### config.mk
export PLATFORM = sky130hd
export DESIGN_NAME = mux2x1_seq
export DESIGN_NICKNAME = d
export VERILOG_FILES = /design/src/rtl/mux2x1_pkg.sv /design/src/rtl/mux2x1_chk.sv /design/src/rtl/mux2x1_seq.sv
export SDC_FILE = /design/constraint.sdc
export NUM_CORES = 1
export LEC_CHECK = 0
export CORE_UTILIZATION = 29
export CTS_CLUSTER_SIZE = 28
export DETAILED_ROUTE_END_ITERATION = 7
export HOLD_SLACK_MARGIN = 0.05
export PLACE_DENSITY = 0.64
export SLEW_MARGIN = 20
export SYNTH_ARGS = -nofsm -noshare
export SYNTH_HDL_FRONTEND = slang
export SYNTH_SLANG_ARGS = --single-unit
### constraint.sdc
create_clock -name clk -period 2.7 [get_ports clk]
set_clock_uncertainty 0.05 [all_clocks]
set_input_delay 0.27 -clock clk [delete_from_list [all_inputs] [get_ports clk]]
set_output_delay 0.27 -clock clk [all_outputs]
set_load 0.01 [all_outputs]
### src/rtl/mux2x1_pkg.sv
// Shared types and constants for the mux2x1 stimulus sequencer and its checker.
package mux2x1_pkg;

  typedef enum logic [1:0] {
    IDLE = 2'd0,
    RUN  = 2'd1,
    DONE = 2'd2
  } mux_seq_state_t;

  localparam int MUX_NVEC  = 8;
  localparam int MUX_IDX_W = 3;

  // Golden 2:1 mux response for a vector index (sel = idx[2], in1 = idx[1], in2 = idx[0]).
  function automatic logic mux_expected(input logic [MUX_IDX_W-1:0] idx);
    return idx[2] ? idx[0] : idx[1];
  endfunction

endpackage

### src/rtl/mux2x1_chk.sv
// Mismatch counter for the mux2x1 sequencer: compares the returned mux output
// against the expected value on each sample strobe.
// Compiled only when MUX2X1_SEQ_CHECK_EN is defined; without it the checker
// does not exist in the build at all.
`ifdef MUX2X1_SEQ_CHECK_EN
module mux2x1_chk
  import mux2x1_pkg::*;
(
  input  logic       clk,
  input  logic       rst_n,
  input  logic       i_exp,
  input  logic       i_saida,
  input  logic       i_sample,
  input  logic       i_clear,
  output logic [3:0] o_err_cnt,
  output logic       o_err
);

  localparam logic [3:0] ERR_MAX = 4'(MUX_NVEC);

  logic [3:0] r_err_cnt;
  logic       r_err;
  logic       w_mismatch;

  assign w_mismatch = i_sample && (i_saida != i_exp);

  // Count mismatches (saturating at one per vector) and keep a sticky error flag.
  always_ff @(posedge clk) begin
    if (!rst_n || i_clear) begin
      r_err_cnt <= 4'd0;
      r_err     <= 1'b0;
    end else if (w_mismatch) begin
      if (r_err_cnt != ERR_MAX) r_err_cnt <= r_err_cnt + 4'd1;
      r_err <= 1'b1;
    end
  end

  assign o_err_cnt = r_err_cnt;
  assign o_err     = r_err;

endmodule
`endif

### src/rtl/mux2x1_seq.sv
// Synthesizable stimulus sequencer for the mux2x1 block: on start it walks
// (sel,in1,in2) through all 8 combinations, each held DWELL cycles, then
// pulses done for one cycle.
// Optional self-check enabled by defining MUX2X1_SEQ_CHECK_EN.
module mux2x1_seq
  import mux2x1_pkg::*;
#(
  parameter int DWELL = 10,
  parameter int CNT_W = $clog2(DWELL + 1)
) (
  input  logic                 clk,
  input  logic                 rst_n,
  input  logic                 start,
  input  logic                 saida_in,
  output logic                 in1,
  output logic                 in2,
  output logic                 sel,
  output logic [MUX_IDX_W-1:0] vec_idx,
  output logic                 busy,
  output logic                 done,
  output logic [3:0]           err_cnt,
  output logic                 err
);

  localparam logic [CNT_W-1:0]     DW_LAST  = CNT_W'(DWELL - 1);
  localparam logic [MUX_IDX_W-1:0] VEC_LAST = MUX_IDX_W'(MUX_NVEC - 1);

  mux_seq_state_t        r_state;
  mux_seq_state_t        w_next;
  logic [MUX_IDX_W-1:0]  r_vec;
  logic [CNT_W-1:0]      r_cnt;
  logic                  w_last_dwell;
  logic                  w_last_vec;
  logic                  w_start;
  logic                  w_busy;
  logic                  w_done;

  assign w_last_dwell = (r_cnt == DW_LAST);
  assign w_last_vec   = (r_vec == VEC_LAST);
  assign w_start      = (r_state == IDLE) && start;

  // State register; reset returns to IDLE on any edge.
  always_ff @(posedge clk) begin
    if (!rst_n) r_state <= IDLE;
    else        r_state <= w_next;
  end

  // Next-state: start only honoured in IDLE, DONE lasts a single cycle.
  always_comb begin
    w_next = r_state;
    case (r_state)
      IDLE:    if (start) w_next = RUN;
      RUN:     if (w_last_dwell && w_last_vec) w_next = DONE;
      DONE:    w_next = IDLE;
      default: w_next = IDLE;
    endcase
  end

  // Outputs decoded from the registered state.
  always_comb begin
    w_busy = 1'b0;
    w_done = 1'b0;
    case (r_state)
      RUN:     w_busy = 1'b1;
      DONE:    w_done = 1'b1;
      default: ;
    endcase
  end

  // Vector index and dwell counter; both parked at 0 outside RUN so the mux
  // inputs are driven low while idle.
  always_ff @(posedge clk) begin
    if (!rst_n || w_start) begin
      r_vec <= '0;
      r_cnt <= '0;
    end else if (r_state == RUN) begin
      if (w_last_dwell) begin
        r_cnt <= '0;
        r_vec <= w_last_vec ? '0 : r_vec + MUX_IDX_W'(1);
      end else begin
        r_cnt <= r_cnt + CNT_W'(1);
      end
    end else begin
      r_vec <= '0;
      r_cnt <= '0;
    end
  end

  // The mux stimulus comes straight off the vector register bits.
  assign sel     = r_vec[2];
  assign in1     = r_vec[1];
  assign in2     = r_vec[0];
  assign vec_idx = r_vec;
  assign busy    = w_busy;
  assign done    = w_done;

`ifdef MUX2X1_SEQ_CHECK_EN
  logic w_sample;
  logic w_exp;

  // Sample in the last dwell cycle of each vector, giving the mux the full
  // dwell to settle.
  assign w_sample = (r_state == RUN) && w_last_dwell;
  assign w_exp    = mux_expected(r_vec);

  mux2x1_chk u_chk (
    .clk       (clk),
    .rst_n     (rst_n),
    .i_exp     (w_exp),
    .i_saida   (saida_in),
    .i_sample  (w_sample),
    .i_clear   (w_start),
    .o_err_cnt (err_cnt),
    .o_err     (err)
  );
`else
  logic w_unused_saida;

  assign w_unused_saida = saida_in;
  assign err_cnt        = 4'd0;
  assign err            = 1'b0;
`endif

endmodule

Word-level counts from Yosys, hierarchy flattened
Cells that the tools add are included.
Widths: inputs -> output; s select.
{ "totals": {"ramBits": 0, "latch_bits": 0, "word_cells": 26, "mem_count": 0, "out_inout_bits": 13, "ff_bits": 9, "input_bits": 4, "mem_bits_ro": 0} }
{ "classes": {"n_eq_ne": 6, "multipliers": 0, "n_div": 0, "mux": 6, "n_reduce_logical": 8, "n_addsub": 2, "shift": 0, "n_bitwise": 1, "magnitude_cmp": 0} }
{ "op_table": {"columns": ["operator", "count"], "rows": [
  ["$add 4x1->4 const B", 1],
  ["$eq 4x4->1 const B", 1],
  ["$mux 2", 2],
  ["$ne 2x2->1 const B", 2],
  ["$pmux 2 s2", 1],
  ["$add 3x1->3 const B", 1],
  ["$eq 3x3->1 const B", 1],
  ["$mux 3", 1],
  ["$reduce_or 3->1", 1],
  ["$eq 2x1->1 const B", 1],
  ["$eq 2x2->1 const B", 1],
  ["$logic_and 1x1->1", 2],
  ["$logic_not 2->1", 1],
  ["$mux 1", 2],
  ["$reduce_and 2->1", 1],
  ["$reduce_or 2->1", 1],
  ["$logic_not 1->1", 1],
  ["$logic_or 1x1->1", 1],
  ["$not 1->1", 1]
]} }

Logic depth before layout (Yosys ltp)
Gate-level depths: netlist of run 1.
{ "logic_depth": {"word_depth": 4, "ltp_mapped": 5} }

Worst setup path before layout of run 1
No wires, ideal clock.
{ "synth_timing": {"path_kind": "reg-to-reg", "startpoint": "register r_vec[1] (netlist: vec_idx[1])", "endpoint": "register r_vec[1] (netlist: vec_idx[1])", "t_arrival_ps": 1227, "path_stages_with_launch": 5, "required_ps": 2580, "slack_ps": 1353, "setup_time_ps": 70, "path_cell_list": "dfxtp_1 > ha_1 > ha_1 > or3b_1 > a21oi_1"} }
{ "synth_between": {"elab_chain_cells": 2, "elab_cells_between_ends": 3, "cone_classes": "1 x add/sub; 1 x eq/ne; 1 x mux"} }
{ "synth_rtl": {"columns": ["item", "line", "source"], "rows": [
  ["start: declaration", "mux2x1_seq.sv:30", "logic [MUX_IDX_W-1:0] r_vec;"],
  ["start signal: assignment", "mux2x1_seq.sv:79", "r_vec <= w_last_vec ? '0 : r_vec + MUX_IDX_W'(1);"],
  ["$add 3x1->3 / $eq 3x3->1 (equally long branches)", "mux2x1_seq.sv:79, mux2x1_seq.sv:39", null],
  ["$mux 3 (*)", "mux2x1_seq.sv:79", null]
]} }
Every way passes the cells marked *; elsewhere a longest branch is shown, timed or not.
A chain may end at the register's enable or synchronous reset.

Final worst setup path of run 1
{ "layout_timing": {"startpoint": "register r_state[0]", "endpoint": "output port busy"} }
{ "layout_between": {"elab_chain_cells": 2} }
{ "layout_rtl": {"columns": ["item", "line", "source"], "rows": [
  ["start: declaration", "mux2x1_seq.sv:28", "mux_seq_state_t r_state;"],
  ["start signal: assignment", "mux2x1_seq.sv:45", "else r_state <= w_next;"],
  ["$eq 2x1->1", "mux2x1_seq.sv:63", "case (r_state)"],
  ["$mux 1", "mux2x1_seq.sv:63", null],
  ["end: declaration", "mux2x1_seq.sv:19", "output logic busy,"]
]} }
No other way between the ends.

==> results.yml, run 1 <==
floorplanning:
  dieArea_sq_um: 1730
  start_util_pct: 32.9
  core_area_sq_um: 1380
  io_pins: 17
  die_h_microns: 41.6
  rows: 13
  die_w_microns: 41.6
cts:
  worstSkewPairLatency_ns: 0.26
  cts_tree: "built"
  hold_buffers: 0
  cts_htree_levels: 1
  cts_resized: 0
  cts_root_buf: "clkbuf_4"
  cts_buffer_depth: 2
  clkTransAtPathRegs_ns: 0.06
  cts.sinks: 9
  numCtsBuffers: 3
  cts_setup_buffers: 0
min_path:
  hold_depth: 1
  worstHoldEndpoint: "r_state[0]$_SDFFE_PN0P_"
  min_from: "r_state[1]$_SDFFE_PN0P_"
  hold_class: "reg2reg"
synthesis:
  synth_cells: 48
  synth-seq-cells: 9
  synth-seq-area-share_pct: 39.6
  yosys_warnings: 0
  synth.avg_cell_area_sq_um: 9.49
  synth_cell_types: 21
  synth_area_sq_um: 455
worst_setup_path:
  reg2reg_slack_ns: 1.32
  r2r-end: "vec_idx[1]$_SDFFE_PP0P_"
  r2r_start: "vec_idx[1]$_SDFFE_PP0P_"
  start_kind: "flip-flop"
  crit_required_ns: 2.38
  crit_type: "reg2out"
  worst_setup_path_end_kind: "primary output"
  reg2regPathDepth: 4
  crit_fanout: 5
  cp.arrival_ns: 1.33
drt:
  drc: 0
  wl_per_cell_microns: 9.08
  vias: 312
  ant_nets: 0
  drtPass1Iterations: 1
  first_iter_violations: 0
  drt-total-wl_microns: 663
  drt-vias-per-instance: 4.27
run_status:
  status: "completed"
power:
  net-switching-power_mw: 0.0566
  report.power.total_mw: 0.256
  seqPwrFrac_pct: 53.7
  ir_drop_mv: 0.196
  powerDensity_nw_per_um2: 460
  p_leak_nw: 0.255
  clockPowerShare_pct: 40.1
  power_frac_comb_pct: 6.2
  intPower_mw: 0.199
  sw_frac_of_total_pct: 22.1
finish:
  area_delta_synth_final_pct: 22.0
  drive_above_1_share_pct: 6.90
  final_cell_mix: "clkdlybuf4s50_1 (10), dfxtp_1 (9), nor2_1 (5), conb_1 (5), ha_1 (4)"
  antenna_cells: 0
  final_common_cell: "clkdlybuf4s50_1"
  nNetsFinal: 67
global_route:
  grt_pass1_wl_microns: 1190
  grtUsageTotal_pct: 9.62
  grt_overflow: 0
  grt_pass1_vias: 274
  grt_max_degree: 9
  antenna_found_initial: 0
timing:
  finalSetupViolCount: 0
  post-route-min-period_ns: 1.65
  fmax_mhz: 607
  finalHoldViolCount: 0
  rsz0062_at_grt: "no"
  setup_tns_ns: 0
  finalCritPeriodShare_pct: 61.0
  drv_slew: 0
placed_design:
  port_buffers: 10
  gp_congestion: 0.680
  hpwl_microns: 477
flow_run:
  max_cap_violations: 0
==> how the worst max path moves through the flow <==
| stage | start | end | slack, ns | cells past startpoint |
|---|---|---|---|---|
| floorplan | vec_idx[1]$_SDFFE_PP0P_ | vec_idx[1]$_SDFFE_PP0P_ | 1.35 | 4 |
| global placement | rst_n | r_cnt[3]$_SDFF_PP0_ | 1.24 | 4 |
| detailed placement | rst_n | r_cnt[3]$_SDFF_PP0_ | 1.24 | 4 |
| CTS | r_state[0]$_SDFFE_PN0P_ | busy | 1.05 | 2 |
| global route | r_state[0]$_SDFFE_PN0P_ | busy | 0.97 | 2 |
| finish | r_state[0]$_SDFFE_PN0P_ | busy | 1.05 | 2 |
==> through the flow <==
stage | worst slack (ns) | hold slack [ns] | instance area [sq um] | utilization, % | std cells
finish | 1.05 | 0.411 | 556 | 40.2 | 73
CTS | 1.05 | 0.413 | 556 | 40.2 | 73
global route | 0.971 | 0.439 | 556 | 40.2 | 73
detailed placement | 1.24 | 0.403 | 529 | 38.3 | 69
global placement | 1.24 | 0.400 | 529 | 38.3 | 69
floorplan | 1.35 | 0.375 | 470 | - | 52
==> synth_stat cells <==
library cell	n	share of area [%]
or3_1	1	1.4
a21oi_1	2	2.2
conb_1	1	0.82
nand3b_1	1	1.6
nor2_1	5	4.1
or2b_1	1	1.6
dfxtp_1	9	40
xor2_1	1	1.9
nor3b_1	1	1.6
nor2b_1	2	2.7
nand3b_4	1	4.4
buf_4	8	13
or3b_1	1	1.9
o22ai_1	1	1.4
xnor2_1	1	1.9
inv_1	2	1.6
ha_1	4	11
nand3_1	1	1.1
nand2_1	3	2.5
nor3_1	1	1.1
mux2i_1	1	2.2
==> power groups by stage <==
stage	Combinational, mW	Sequential, mW	Clock [mW]
2_1_floorplan	0.0150	0.140	0
3_3_place_gp	0.0156	0.140	0
3_5_place_dp	0.0156	0.140	0
4_1_cts	0.0158	0.137	0.108
5_1_grt	0.0177	0.138	0.117
6_report	0.0158	0.137	0.103
==> per-layer routing <==
| layer | track usage (%) | share of wire (%) | vias up |
|---|---|---|---|
| met5 | 0 | 0 | - |
| met4 | 5.81 | 2.3 | 0 |
| met3 | 6.96 | 8.3 | 5 |
| met2 | 14.4 | 43 | 14 |
| met1 | 9.55 | 46 | 128 |
| li1 | - | - | 165 |
==> flip-flops by register name (all words and copies together) (netlist names) <==
name     cells
r_cnt        4
r_state      2
vec_idx      3
==> logic make-up (layout without fill, tap and decap cells) <==
| kind of cell | Yosys count | after routing | synth area share, % |
|---|---|---|---|
| AO/OA/AOI/OAI | 3 | 3 | 3.57 |
| adder cells (fa/ha/maj) | 4 | 4 | 11.0 |
| other | 1 | 5 | 0.823 |
| flip-flops | 9 | 9 | 39.6 |
| AND/OR/NAND/NOR | 18 | 18 | 24.2 |
| buffers and inverters | 10 | 16 | 14.8 |
| XOR/XNOR | 2 | 2 | 3.85 |
| multiplexers | 1 | 1 | 2.20 |
==> area by class of cell <==
class / count / area (sq um)
Tap cell: 15 / 18.8
Timing Repair Buffer: 10 / 100
Inverter: 2 / 7.51
Clock buffer: 4 / 26.3
Sequential cell: 9 / 180
Multi-Input combinational cell: 33 / 223
Fill cell: 130 / 827
==> worst max-delay path: stages, from the launching register on <==
cell	delay, ns
dfxtp_1	0.39
nor2b_1	0.15
clkdlybuf4s50_1	0.53
(Power assumes the default switching activity.)
==> run 2, diff against run 1 <==
==> constraint.sdc (replaced) <==
create_clock -name clk -period 1.6 [get_ports clk]
set_clock_uncertainty 0.05 [all_clocks]
set_input_delay 0.16 -clock clk [delete_from_list [all_inputs] [get_ports clk]]
set_output_delay 0.16 -clock clk [all_outputs]
set_load 0.01 [all_outputs]
==> run 2 against run 1 <==
Cell count is 1.4% higher; utilization is 0.72 points higher; cell area is 1.8% higher; critical path depth stayed put; clock power is 67% higher; global-route usage is 0.25 points lower; critical endpoint unchanged; largest power group unchanged.
==> results.yml, run 2 (same netlist as run 1, synthesis figures left out) <==
finish:
  regMostFlops: "r_cnt"
  final_core_util_pct: 40.9
  nNetsFinal: 68
  antenna_cells: 0
  instances_no_fill: 74
  final_cell_mix: "clkdlybuf4s50_1 (9), dfxtp_1 (9), nor2_1 (5), conb_1 (5), ha_1 (4)"
  largest_reg_flops: 4
  drive_above_1_share_pct: 8.47
  finalInstanceArea_sq_um: 566
  area_delta_synth_final_pct: 24.2
cts:
  numCtsBuffers: 3
  cts_buffer_depth: 2
  cts.sinks: 9
  clkTransAtPathRegs_ns: 0.06
  cts_root_buf: "clkbuf_4"
  worstSkewPairLatency_ns: 0.26
  cts_tree: "built"
  cts_htree_levels: 1
  cts_setup_buffers: 0
timing:
  fmax_mhz: 656
  rsz0062_at_grt: "no"
  finalSetupViolCount: 0
  setup_tns_ns: 0
  finalCritPeriodShare_pct: 95.3
  setup_ws_ns: 0.0749
  drv_slew: 0
  holdWs_ns: 0.409
  post-route-min-period_ns: 1.53
  finalHoldViolCount: 0
drt:
  drtPass1Iterations: 2
  wl_per_cell_microns: 8.96
  drt-total-wl_microns: 663
  drc: 0
  first_iter_violations: 2
  ant_nets: 0
  vias: 323
  drt-vias-per-instance: 4.36
power:
  report.power.total_mw: 0.432
  p_leak_nw: 0.278
  ir_drop_mv: 0.610
  powerDensity_nw_per_um2: 763
floorplanning:
  start_util_pct: 32.9
  io_pins: 17
  core_area_sq_um: 1380
  dieArea_sq_um: 1730
  die_h_microns: 41.6
  die_w_microns: 41.6
  rows: 13
worst_setup_path:
  reg2reg_slack_ns: 0.21
  worst_setup_path_end_kind: "primary output"
  crit_end: "busy"
  start_kind: "flip-flop"
  cp.arrival_ns: 1.32
  cp-startpoint: "r_state[0]$_SDFFE_PN0P_"
  crit_required_ns: 1.39
  r2r-end: "vec_idx[1]$_SDFFE_PP0P_"
  reg2regPathDepth: 4
  crit_type: "reg2out"
  crit_fanout: 5
  r2r_start: "vec_idx[1]$_SDFFE_PP0P_"
global_route:
  grtUsageTotal_pct: 9.37
  grt_pass1_vias: 309
  grt_overflow: 0
  grt_pass1_wl_microns: 1210
  grt_max_degree: 9
  antenna_found_initial: 0
placed_design:
  port_buffers: 10
  preCtsSetupSlack_ns: 0.209
  gp_congestion: 0.683
  place_inst: 70
  hpwl_microns: 518
  place_area_sq_um: 537
min_path:
  min_from: "r_state[1]$_SDFFE_PN0P_"
  hold_class: "reg2reg"
flow_run:
  max_cap_violations: 0
run_status:
  status: "completed"
## run 2: cell count changes in the layout (fill, tap and decap cells not counted)
cell	previous run	this run
dlymetal6s2s_1	0	1
buf_4	0	1
clkdlybuf4s50_1	10	9
## run 2: report_power, final
part           total [mW]  switching (mW)  internal [mW]
clock network       0.172          0.0757         0.0959
registers           0.232         0.00377          0.228
logic              0.0284          0.0144         0.0139
total               0.432          0.0939          0.338
## run 2: how the worst min path moves through the flow
stage,endpoint,cells past startpoint
after CTS,r_state[0]$_SDFFE_PN0P_,1
final,r_state[0]$_SDFFE_PN0P_,1
after global placement,r_state[0]$_SDFFE_PN0P_,1
after detailed placement,r_state[0]$_SDFFE_PN0P_,1
after global routing,r_state[0]$_SDFFE_PN0P_,2
after floorplan,r_state[0]$_SDFFE_PN0P_,1
## run 2: per-layer routing
layer  part of all wire (%)  GRT usage, %  vias to the layer above
li1                       -             -                      168
met5                      0             0                        -
met1                     45          9.33                      141
met4                      0          1.94                        0
met2                     44          15.3                       14
met3                     11          7.39                        0
## run 2: worst max-delay path, stage by stage, from the launching register on
cell	delay, ns
dfxtp_1	0.38
nor2b_1	0.14
clkdlybuf4s50_1	0.54
## run 2: layout make-up
type                    count  area [sq um]
repair buffers             11           110
multi-input cells          33           223
flip-flops and latches      9           180
inverters                   2          7.51
clock buffers               4          26.3
well taps                  15          18.8
fillers                   133           817
## run 2: what timing repair did
action	4_1_cts	5_1_grt
hold endpoints to repair	0	0
hold buffers	0	0
setup endpoints to repair	0	1
gates resized for setup	0	1
==> run 3, diff against run 2 <==
--- a/config.mk
+++ b/config.mk
@@ -5,7 +5,9 @@
 export SDC_FILE = /design/constraint.sdc
 export NUM_CORES = 1
 export LEC_CHECK = 0
+export ABC_AREA = 0
 export CORE_UTILIZATION = 29
+export CTS_BUF_LIST = sky130_fd_sc_hd__clkbuf_8 sky130_fd_sc_hd__clkbuf_16
 export CTS_CLUSTER_SIZE = 28
 export DETAILED_ROUTE_END_ITERATION = 7
 export HOLD_SLACK_MARGIN = 0.05
==> run 3 against run 2 <==
Register-to-register slack about the same; combinational power hardly changed; critical path type unchanged; sequential share of layout area is 0.89 points lower; largest cell class unchanged; critical endpoint unchanged; wire length increased by 1.4%.
==> results.yml, run 3 (same netlist as run 1, synthesis figures left out) <==
run_status:
  status: "completed"
floorplanning:
  start_util_pct: 32.9
  rows: 13
  io_pins: 17
  core_area_sq_um: 1380
  die_w_microns: 41.6
  die_h_microns: 41.6
  dieArea_sq_um: 1730
global_route:
  grt_pass1_wl_microns: 1210
  grt_max_degree: 9
  grt_pass1_vias: 307
  grtUsageTotal_pct: 9.64
  antenna_found_initial: 0
  grt_overflow: 0
worst_setup_path:
  cp.arrival_ns: 1.28
  start_kind: "flip-flop"
  crit_fanout: 5
  crit_required_ns: 1.39
  crit_type: "reg2out"
  worst_setup_path_end_kind: "primary output"
  reg2regPathDepth: 4
cts:
  clkTransAtPathRegs_ns: 0.04
  numCtsBuffers: 3
  cts_setup_buffers: 0
  cts_resized: 0
  cts_buffer_depth: 2
  cts.sinks: 9
  worstSkewPairLatency_ns: 0.23
  cts_htree_levels: 1
  hold_buffers: 0
  cts_root_buf: "clkbuf_8"
  cts_tree: "built"
drt:
  drtPass1Iterations: 4
  vias: 323
  drt-total-wl_microns: 672
  drt-vias-per-instance: 4.36
  wl_per_cell_microns: 9.08
  ant_nets: 0
  first_iter_violations: 3
  drc: 0
min_path:
  hold_class: "reg2reg"
  hold_depth: 1
finish:
  area_delta_synth_final_pct: 27.7
  largest_reg_flops: 4
  regMostFlops: "r_cnt"
  antenna_cells: 0
  final_common_cell: "clkdlybuf4s50_1"
  drive_above_1_share_pct: 8.47
  nFillCells: 130
  final_core_util_pct: 42.1
  nNetsFinal: 68
  final_cell_mix: "clkdlybuf4s50_1 (10), dfxtp_1 (9), nor2_1 (5), conb_1 (5), ha_1 (4)"
power:
  p_leak_nw: 0.271
  net-switching-power_mw: 0.103
  clockPowerShare_pct: 49.1
  sw_frac_of_total_pct: 20.1
  ir_drop_mv: 0.517
  powerDensity_nw_per_um2: 881
  intPower_mw: 0.409
  power_frac_comb_pct: 5.5
  seqPwrFrac_pct: 45.4
timing:
  finalSetupViolCount: 0
  post-route-min-period_ns: 1.49
  rsz0062_at_grt: "no"
  finalCritPeriodShare_pct: 93.2
  drv_slew: 0
  finalHoldViolCount: 0
  setup_tns_ns: 0
  fmax_mhz: 670
placed_design:
  hpwl_microns: 518
  gp_congestion: 0.683
  port_buffers: 10
flow_run:
  max_cap_violations: 0
-- run 3: cell types whose count changed in the layout (fill, tap and decap cells not counted), sizes merged --
cell / previous run / this run
dlymetal6s2s: 1 / 0
clkbuf: 4 / 3
inv: 2 / 3
clkdlybuf4s50: 9 / 10
-- run 3: final cells by class --
class                           instances  area [sq um]  share of cell area (%)
Timing Repair Buffer                   11           108                    18.5
Multi-Input combinational cell         33           223                    38.3
Clock inverter                          1          3.75                   0.645
Clock buffer                            3          41.3                    7.10
Tap cell                               15          18.8                    3.23
Inverter                                2          7.51                    1.29
Sequential cell                         9           180                    31.0
-- run 3: stage by stage --
step                      hold WS (ns)  area [sq um]  power [mW]  cells  setup slack [ns]
after global routing             0.435           582       0.547     74            0.0347
after detailed placement         0.403           537       0.265     70             0.209
after floorplan                  0.276           470       0.261     52             0.253
final                            0.407           582       0.512     74             0.108
after CTS                        0.407           582       0.526     74            0.0974
after global placement           0.399           537       0.265     70             0.243
-- run 3: final timing paths --
check / to / slack (ns) / from
worst min-delay path: r_state[0]$_SDFFE_PN0P_ / 0.41 / r_state[1]$_SDFFE_PN0P_
worst max register to register: vec_idx[1]$_SDFFE_PP0P_ / 0.21 / vec_idx[0]$_SDFFE_PP0P_
worst max-delay path: busy / 0.11 / r_state[0]$_SDFFE_PN0P_
worst min register to register: r_state[0]$_SDFFE_PN0P_ / 0.41 / r_state[1]$_SDFFE_PN0P_
-- run 3: power groups by stage --
| stage | Clock (mW) | Sequential, mW | Combinational, mW |
|---|---|---|---|
| floorplan | 0 | 0.236 | 0.0253 |
| detailed placement | 0 | 0.237 | 0.0285 |
| global route | 0.283 | 0.233 | 0.0312 |
| finish | 0.252 | 0.233 | 0.0283 |
| CTS | 0.264 | 0.232 | 0.0287 |
| global placement | 0 | 0.236 | 0.0282 |
-- run 3: metal layers --
metal,track usage [%],up-vias,part of all wire [%]
met1,9.07,143,43
met2,15.6,15,46
met5,0,-,0
li1,-,165,-
met4,3.87,0,0
met3,7.39,0,11
-- run 3: critical path, cell delays in order (launching register included) --
cell	delay, ns
dfxtp_1	0.37
nor2b_1	0.14
clkdlybuf4s50_1	0.54
